===== src/rtl/dcache_stb_port.sv =====
// dcache_stb_port: store-buffer write port into a byte-lane data array.
// A store is captured in IDLE, held through WAIT_CYCLES wait states,
// written in WRITE, and acknowledged with a one-cycle pulse in ACK.
// Out-of-range addresses are acknowledged with err and never written.
// Optional feature macro: DCACHE_STB_PORT_PERF_CNT_EN enables the
// good-store counter on perf_store_cnt; otherwise that output is tied to 0.
module dcache_stb_port #(
  parameter int ADDR_WIDTH     = 32,
  parameter int DATA_WIDTH     = 32,
  parameter int BYTE_SEL_WIDTH = 4,
  parameter int MEM_DEPTH      = 64,
  parameter int WAIT_CYCLES    = 2
) (
  input  logic                          clk,
  input  logic                          rst_n,
  input  logic                          stb2dcache_req,
  input  logic                          stb2dcache_w_en,
  input  logic [ADDR_WIDTH-1:0]         stb2dcache_addr,
  input  logic [DATA_WIDTH-1:0]         stb2dcache_wdata,
  input  logic [BYTE_SEL_WIDTH-1:0]     stb2dcache_sel_byte,
  output logic                          dcache2stb_ack,
  output logic                          dcache2stb_err,
  output logic                          busy,
  input  logic [$clog2(MEM_DEPTH)-1:0]  dbg_addr,
  output logic [DATA_WIDTH-1:0]         dbg_rdata,
  output logic [31:0]                   perf_store_cnt
);

  localparam int IDX_W = $clog2(MEM_DEPTH);

  localparam logic [1:0] IDLE  = 2'd0;
  localparam logic [1:0] WAIT  = 2'd1;
  localparam logic [1:0] WRITE = 2'd2;
  localparam logic [1:0] ACK   = 2'd3;

  logic [1:0]                state;
  logic [1:0]                state_nxt;
  logic [3:0]                wait_cnt;
  logic [ADDR_WIDTH-1:0]     hold_addr;
  logic [DATA_WIDTH-1:0]     hold_wdata;
  logic [BYTE_SEL_WIDTH-1:0] hold_sel;
  logic                      ack_q;
  logic                      err_q;
  logic                      busy_q;
  logic                      capture;
  logic                      out_of_range;
  logic                      do_write;
  logic [IDX_W-1:0]          word_idx;

  logic [DATA_WIDTH-1:0]     mem [MEM_DEPTH];

  assign capture      = (state == IDLE) && stb2dcache_req && stb2dcache_w_en;
  assign word_idx     = hold_addr[IDX_W+1:2];
  // Any set bit above the word index (and byte offset) is outside the array.
  assign out_of_range = |(hold_addr >> (IDX_W + 2));
  assign do_write     = (state == WRITE) && !out_of_range;

  // Next-state selection; request inputs only matter in IDLE.
  always_comb begin
    state_nxt = state;
    case (state)
      IDLE:    if (capture) state_nxt = (WAIT_CYCLES == 0) ? WRITE : WAIT;
      WAIT:    if (wait_cnt <= 4'd1) state_nxt = WRITE;
      WRITE:   state_nxt = ACK;
      ACK:     state_nxt = IDLE;
      default: state_nxt = IDLE;
    endcase
  end

  // Control state and registered status outputs, derived from next state.
  always_ff @(posedge clk or negedge rst_n) begin
    if (!rst_n) begin
      state  <= IDLE;
      ack_q  <= 1'b0;
      err_q  <= 1'b0;
      busy_q <= 1'b0;
    end else begin
      state  <= state_nxt;
      ack_q  <= (state_nxt == ACK);
      err_q  <= (state_nxt == ACK) && out_of_range;
      busy_q <= (state_nxt != IDLE);
    end
  end

  // Wait-state counter: loaded on capture, counts down while in WAIT.
  always_ff @(posedge clk or negedge rst_n) begin
    if (!rst_n) begin
      wait_cnt <= '0;
    end else if (capture) begin
      wait_cnt <= 4'(WAIT_CYCLES);
    end else if (state == WAIT) begin
      wait_cnt <= wait_cnt - 4'd1;
    end
  end

  // Holding registers for the in-flight store (datapath, not reset).
  always_ff @(posedge clk) begin
    if (capture) begin
      hold_addr  <= stb2dcache_addr;
      hold_wdata <= stb2dcache_wdata;
      hold_sel   <= stb2dcache_sel_byte;
    end
  end

  // Byte-lane array write on the WRITE exit edge; contents are never reset.
  always_ff @(posedge clk) begin
    if (do_write) begin
      for (int unsigned i = 0; i < BYTE_SEL_WIDTH; i++) begin
        if (hold_sel[i]) mem[word_idx][i*8 +: 8] <= hold_wdata[i*8 +: 8];
      end
    end
  end

  assign dcache2stb_ack = ack_q;
  assign dcache2stb_err = err_q;
  assign busy           = busy_q;
  assign dbg_rdata      = mem[dbg_addr];

`ifdef DCACHE_STB_PORT_PERF_CNT_EN
  logic [31:0] perf_cnt;

  // Count error-free acknowledgements; wraps naturally at 32 bits.
  always_ff @(posedge clk or negedge rst_n) begin
    if (!rst_n) begin
      perf_cnt <= '0;
    end else if (ack_q && !err_q) begin
      perf_cnt <= perf_cnt + 32'd1;
    end
  end

  assign perf_store_cnt = perf_cnt;
`else
  assign perf_store_cnt = '0;
`endif

endmodule

===== config.mk =====
export PLATFORM = sky130hd
export DESIGN_NAME = dcache_stb_port
export DESIGN_NICKNAME = d
export VERILOG_FILES = /design/src/rtl/dcache_stb_port.sv
export SDC_FILE = /design/constraint.sdc
export NUM_CORES = 2
export LEC_CHECK = 0
export CORE_MARGIN = 5
export CORE_UTILIZATION = 25
export CTS_CLUSTER_DIAMETER = 100
export DETAILED_ROUTE_END_ITERATION = 8
export GPL_TIMING_DRIVEN = 0
export MAX_ROUTING_LAYER = met4
export PLACE_DENSITY_LB_ADDON = 0.2
export REMOVE_ABC_BUFFERS = 1
export SLEW_MARGIN = 20
export SYNTH_ARGS = -nofsm -noshare
export SYNTH_HDL_FRONTEND = slang
export SYNTH_SLANG_ARGS = --single-unit

===== constraint.sdc =====
create_clock -name clk -period 4.6 [get_ports clk]
set_clock_uncertainty 0.15 [all_clocks]
set_input_delay 1.38 -clock clk [delete_from_list [all_inputs] [get_ports clk]]
set_output_delay 1.38 -clock clk [all_outputs]
set_load 0.05 [all_outputs]

==> summary.md <==
| Metric | Value |
|---|---|
| Status | `complete, but fails checks` |
| Failing checks | `setup timing` |
| Dpl hpwl | `161 mm` |
| Power Total | `42.9 mW` |
| Core Region | `0.327 sq mm` |
| Filler cells | `31200` |
| Min cycle time layout | `5300 ps` |
| DR DRC count | `0` |
| Post-Syn Area | `0.0819 sq mm` |
| First-pass GRT wire length | `368 mm` |
| Root Driver | `clkbuf_16` |
| Die Y-Extent | `582 microns` |
| Worst skew pair latency | `860 ps` |
| Cell Area, Placed | `0.0899 sq mm` |
| Peak Freq | `0.189 GHz` |
| Pin count of the biggest net entering global routing | `60` |
| Max H-tree Level | `4` |
| Synth async-reset ratio | `0.424%` |
| P_int | `33.0 mW` |
| Final Instance Count excl. Fillers | `8760` |
| Slew Limit Fails | `0` |
| Seq pwr share | `50.7%` |
| Wire length per cell | `31.3 microns` |
| Max-cap violations | `0` |
| Number of global-route vias before repair | `41900` |
| Clock tree buffer depth | `3` |
| WS Path Type | `input port to output port` |
| Worst-path clk slew | `60 ps` |
| Arr. time, crit path | `3770 ps` |
| PD cells | `418 mW/mm^2` |
| Synth top area cells | `edfxtp_1 78%, mux4_2 14%, mux2i_1 1.5%` |
| Drt pass-1 iters | `9` |
| Crit. End Element | `output port` |
| Worst EP required | `3070 ps` |
| Initial Util | `25.1%` |
| Least-Margin Pin Slew | `1270 ps` |
| Post-route cell area | `0.103 sq mm` |
| Yosys cell types | `53` |
| Grt total ovfl | `0` |
| Final hold vios | `0` |
| Worst hold path type | `register to register` |
| IO Count | `145` |
| GR Util met2 | `26.0%` |
| Final ANT Viol Nets | `0` |
| Finish-stage setup viols | `32` |
| Net Sw Frac | `23.2%` |
| P_sw | `9.96 mW` |
| Vias | `41100` |
| Layout cell share with drive strength beyond 1 | `34.0%` |
| CTS tree | `built` |
| Grt met1 use | `21.3%` |
| Combinational Power Share | `8.7%` |
| Initial antenna violation count | `25` |
| Yosys Warn Count | `0` |
| CP Max Fanout | `34` |
| Tot GR Track Use | `16.2%` |
| Max_slew headroom | `15.2%` |
| CTS buffer count | `226` |
| Final worst slack | `-696 ps` |
| Syn avg cell area | `22.0 sq um` |
| Area of the multi-input gates | `0.0189 sq mm` |
| Most Used Layer, Global Route | `met2` |
| First DRT Iteration DRCs | `4418` |
| # port buffers | `110` |
| Dominant synthesized flop cell | `edfxtp_1` |
| Unrepaired setup endpoints after global routing | `yes` |
| Synth Register Bits | `2123` |
| WL final | `274 mm` |
| Final period util | `115%` |
| Gate Count Post-Synth | `3726` |
| Layout Area Growth over Synthesis | `25.4%` |
| Static leakage | `31.7 nW` |
| Die Area | `0.339 sq mm` |
| Die Span X | `582 microns` |
| Register Area | `0.0637 sq mm` |
| Clock share of power | `40.6%` |
| Worst VDD drop | `399 uV` |
| Synth area leader | `edfxtp_1` |
| Register area share after synthesis | `77.8%` |
| Worst setup SP type | `input port` |
| CTS sink count | `2123` |
| FP Rows | `210` |
| Gpl congestion | `0.745` |
| Drt via density | `4.69` |
| Net count, final | `4299` |
| Post-synth EDFFs | `2114` |
| Yosys top cell area share | `77.5%` |
| Cell count after placement | `8100` |
| Met3 Use GR | `3.15%` |
==> critical path, cell delays in order <==
cell and delay (ps):
buf_16 160, buf_16 290, nand2b_1 370, o22ai_1 230, nor3_2 90, a31o_1 220, nor4_4 630, buf_6 250
==> routing by layer <==
metal | share of wire, % | wire, microns
met1 | 43 | 117000
met5 | 0 | 0
met2 | 48 | 133000
met3 | 6.2 | 17100
met4 | 2.7 | 7480
==> power by group through the flow <==
stage	combinational [mW]	clock [mW]	sequential (mW)
global route	3.91	18.6	21.8
global placement	3.84	0	22.7
floorplan	1.06	0	22.4
CTS	3.65	17.8	21.8
finish	3.75	17.4	21.8
detailed placement	2.97	0	22.2
==> layout make-up <==
class	count	area share, %
repair buffers	483	7.40
diodes	15	0.0366
multi-input cells	1379	18.4
clock buffers	283	5.80
flip-flops and latches	2123	62.0
inverters	6	0.0402
clock inverters	125	0.942
well taps	4346	5.30
==> through the flow <==
| step | setup TNS [ps] | util (%) | hold WS [ps] | setup slack, ps |
|---|---|---|---|---|
| 2_1_floorplan | -45200 | - | 331 | -1760 |
| 3_3_place_gp | -4216310 | 26.7 | 365 | -39890 |
| 3_5_place_dp | -89080 | 27.5 | 366 | -3550 |
| 4_1_cts | -18340 | 31.0 | 381 | -637 |
| 5_1_grt | -18810 | 31.4 | 401 | -685 |
| 6_report | -17610 | 31.4 | 374 | -696 |
==> layout by cell type, fill, tap and decap left out, types with 15 or more instances in the layout <==
| master | Yosys | routed |
|---|---|---|
| a21oi_1 | 54 | 15 |
| a21oi_2 | 0 | 27 |
| a221oi_2 | 5 | 31 |
| a221oi_4 | 0 | 37 |
| a22o_1 | 48 | 41 |
| buf_12 | 1 | 55 |
| buf_16 | 0 | 80 |
| buf_4 | 60 | 113 |
| buf_6 | 26 | 41 |
| buf_8 | 2 | 92 |
| bufbuf_16 | 0 | 23 |
| clkbuf_1 | 92 | 51 |
| clkbuf_16 | 0 | 233 |
| clkdlybuf4s50_1 | 0 | 72 |
| clkinv_1 | 0 | 52 |
| clkinv_2 | 0 | 47 |
| conb_1 | 1 | 32 |
| diode_2 | 0 | 15 |
| edfxtp_1 | 2114 | 2114 |
| mux2i_1 | 120 | 74 |
| mux2i_2 | 0 | 24 |
| mux2i_4 | 0 | 22 |
| mux4_2 | 509 | 509 |
| nand2_1 | 91 | 81 |
| nor2_1 | 281 | 248 |
| nor2_2 | 0 | 24 |
| o221ai_1 | 31 | 18 |
==> worst paths after layout <==
path                                    from             to  slack [ps]  depth (start not counted)
min in group asynchronous              rst_n           busy         670                          1
worst max register to register  hold_addr[3]     mem[50][2]         620                          3
worst min-delay path             wait_cnt[3]       state[1]         370                          1
max in group asynchronous              rst_n    wait_cnt[0]        3300                          1
worst max-delay path             dbg_addr[2]  dbg_rdata[25]        -700                          8
worst min register to register   wait_cnt[3]       state[1]         370                          1
==> cells in the mapped netlist, types with 3 or more instances <==
cell / count
nand3_1: 18
dfrtp_1: 9
o22ai_1: 12
nor3_1: 8
o211ai_1: 6
buf_4: 60
a22oi_1: 15
a211oi_1: 8
nand3b_1: 6
clkbuf_1: 92
a221oi_1: 66
nor3b_1: 6
buf_1: 8
nor4_1: 8
o21ai_0: 3
inv_1: 5
edfxtp_1: 2114
xnor2_1: 3
nor2_1: 281
nor2b_1: 7
and2_1: 5
and3b_1: 4
nand2b_1: 7
mux2i_1: 120
nand2_1: 91
a21oi_1: 54
buf_6: 26
a22o_1: 48
o211a_1: 3
buf_2: 60
mux4_2: 509
a221oi_2: 5
o221ai_1: 31
==> what timing repair did <==
action | in CTS | in global routing
setup endpoints to repair | 32 | 32
setup buffers | 111 | 66
gates cloned | 56 | 5
gates resized for setup | 536 | 95
hold buffers | 0 | 0
pin swaps | 39 | 40
==> cell families after synthesis <==
logic type / after synthesis / synth area share (%)
flops: 2123 / 77.8
mux: 629 / 15.5
simple gates: 453 / 2.35
compound gates: 259 / 2.47
buf+inv: 256 / 1.83
xor+xnor: 3 / 0.0321
fa+ha+maj: 2 / 0.0306
other cells: 1 / 0.00458
==> state kept, by name (all words and copies together) (netlist names) <==
name,count
state,2
busy,1
mem,2048
wait_cnt,4
hold_sel,4
dcache2stb_err,1
hold_wdata,32
hold_addr,30
dcache2stb_ack,1
Note: power is estimated with default switching activity, not from simulation.
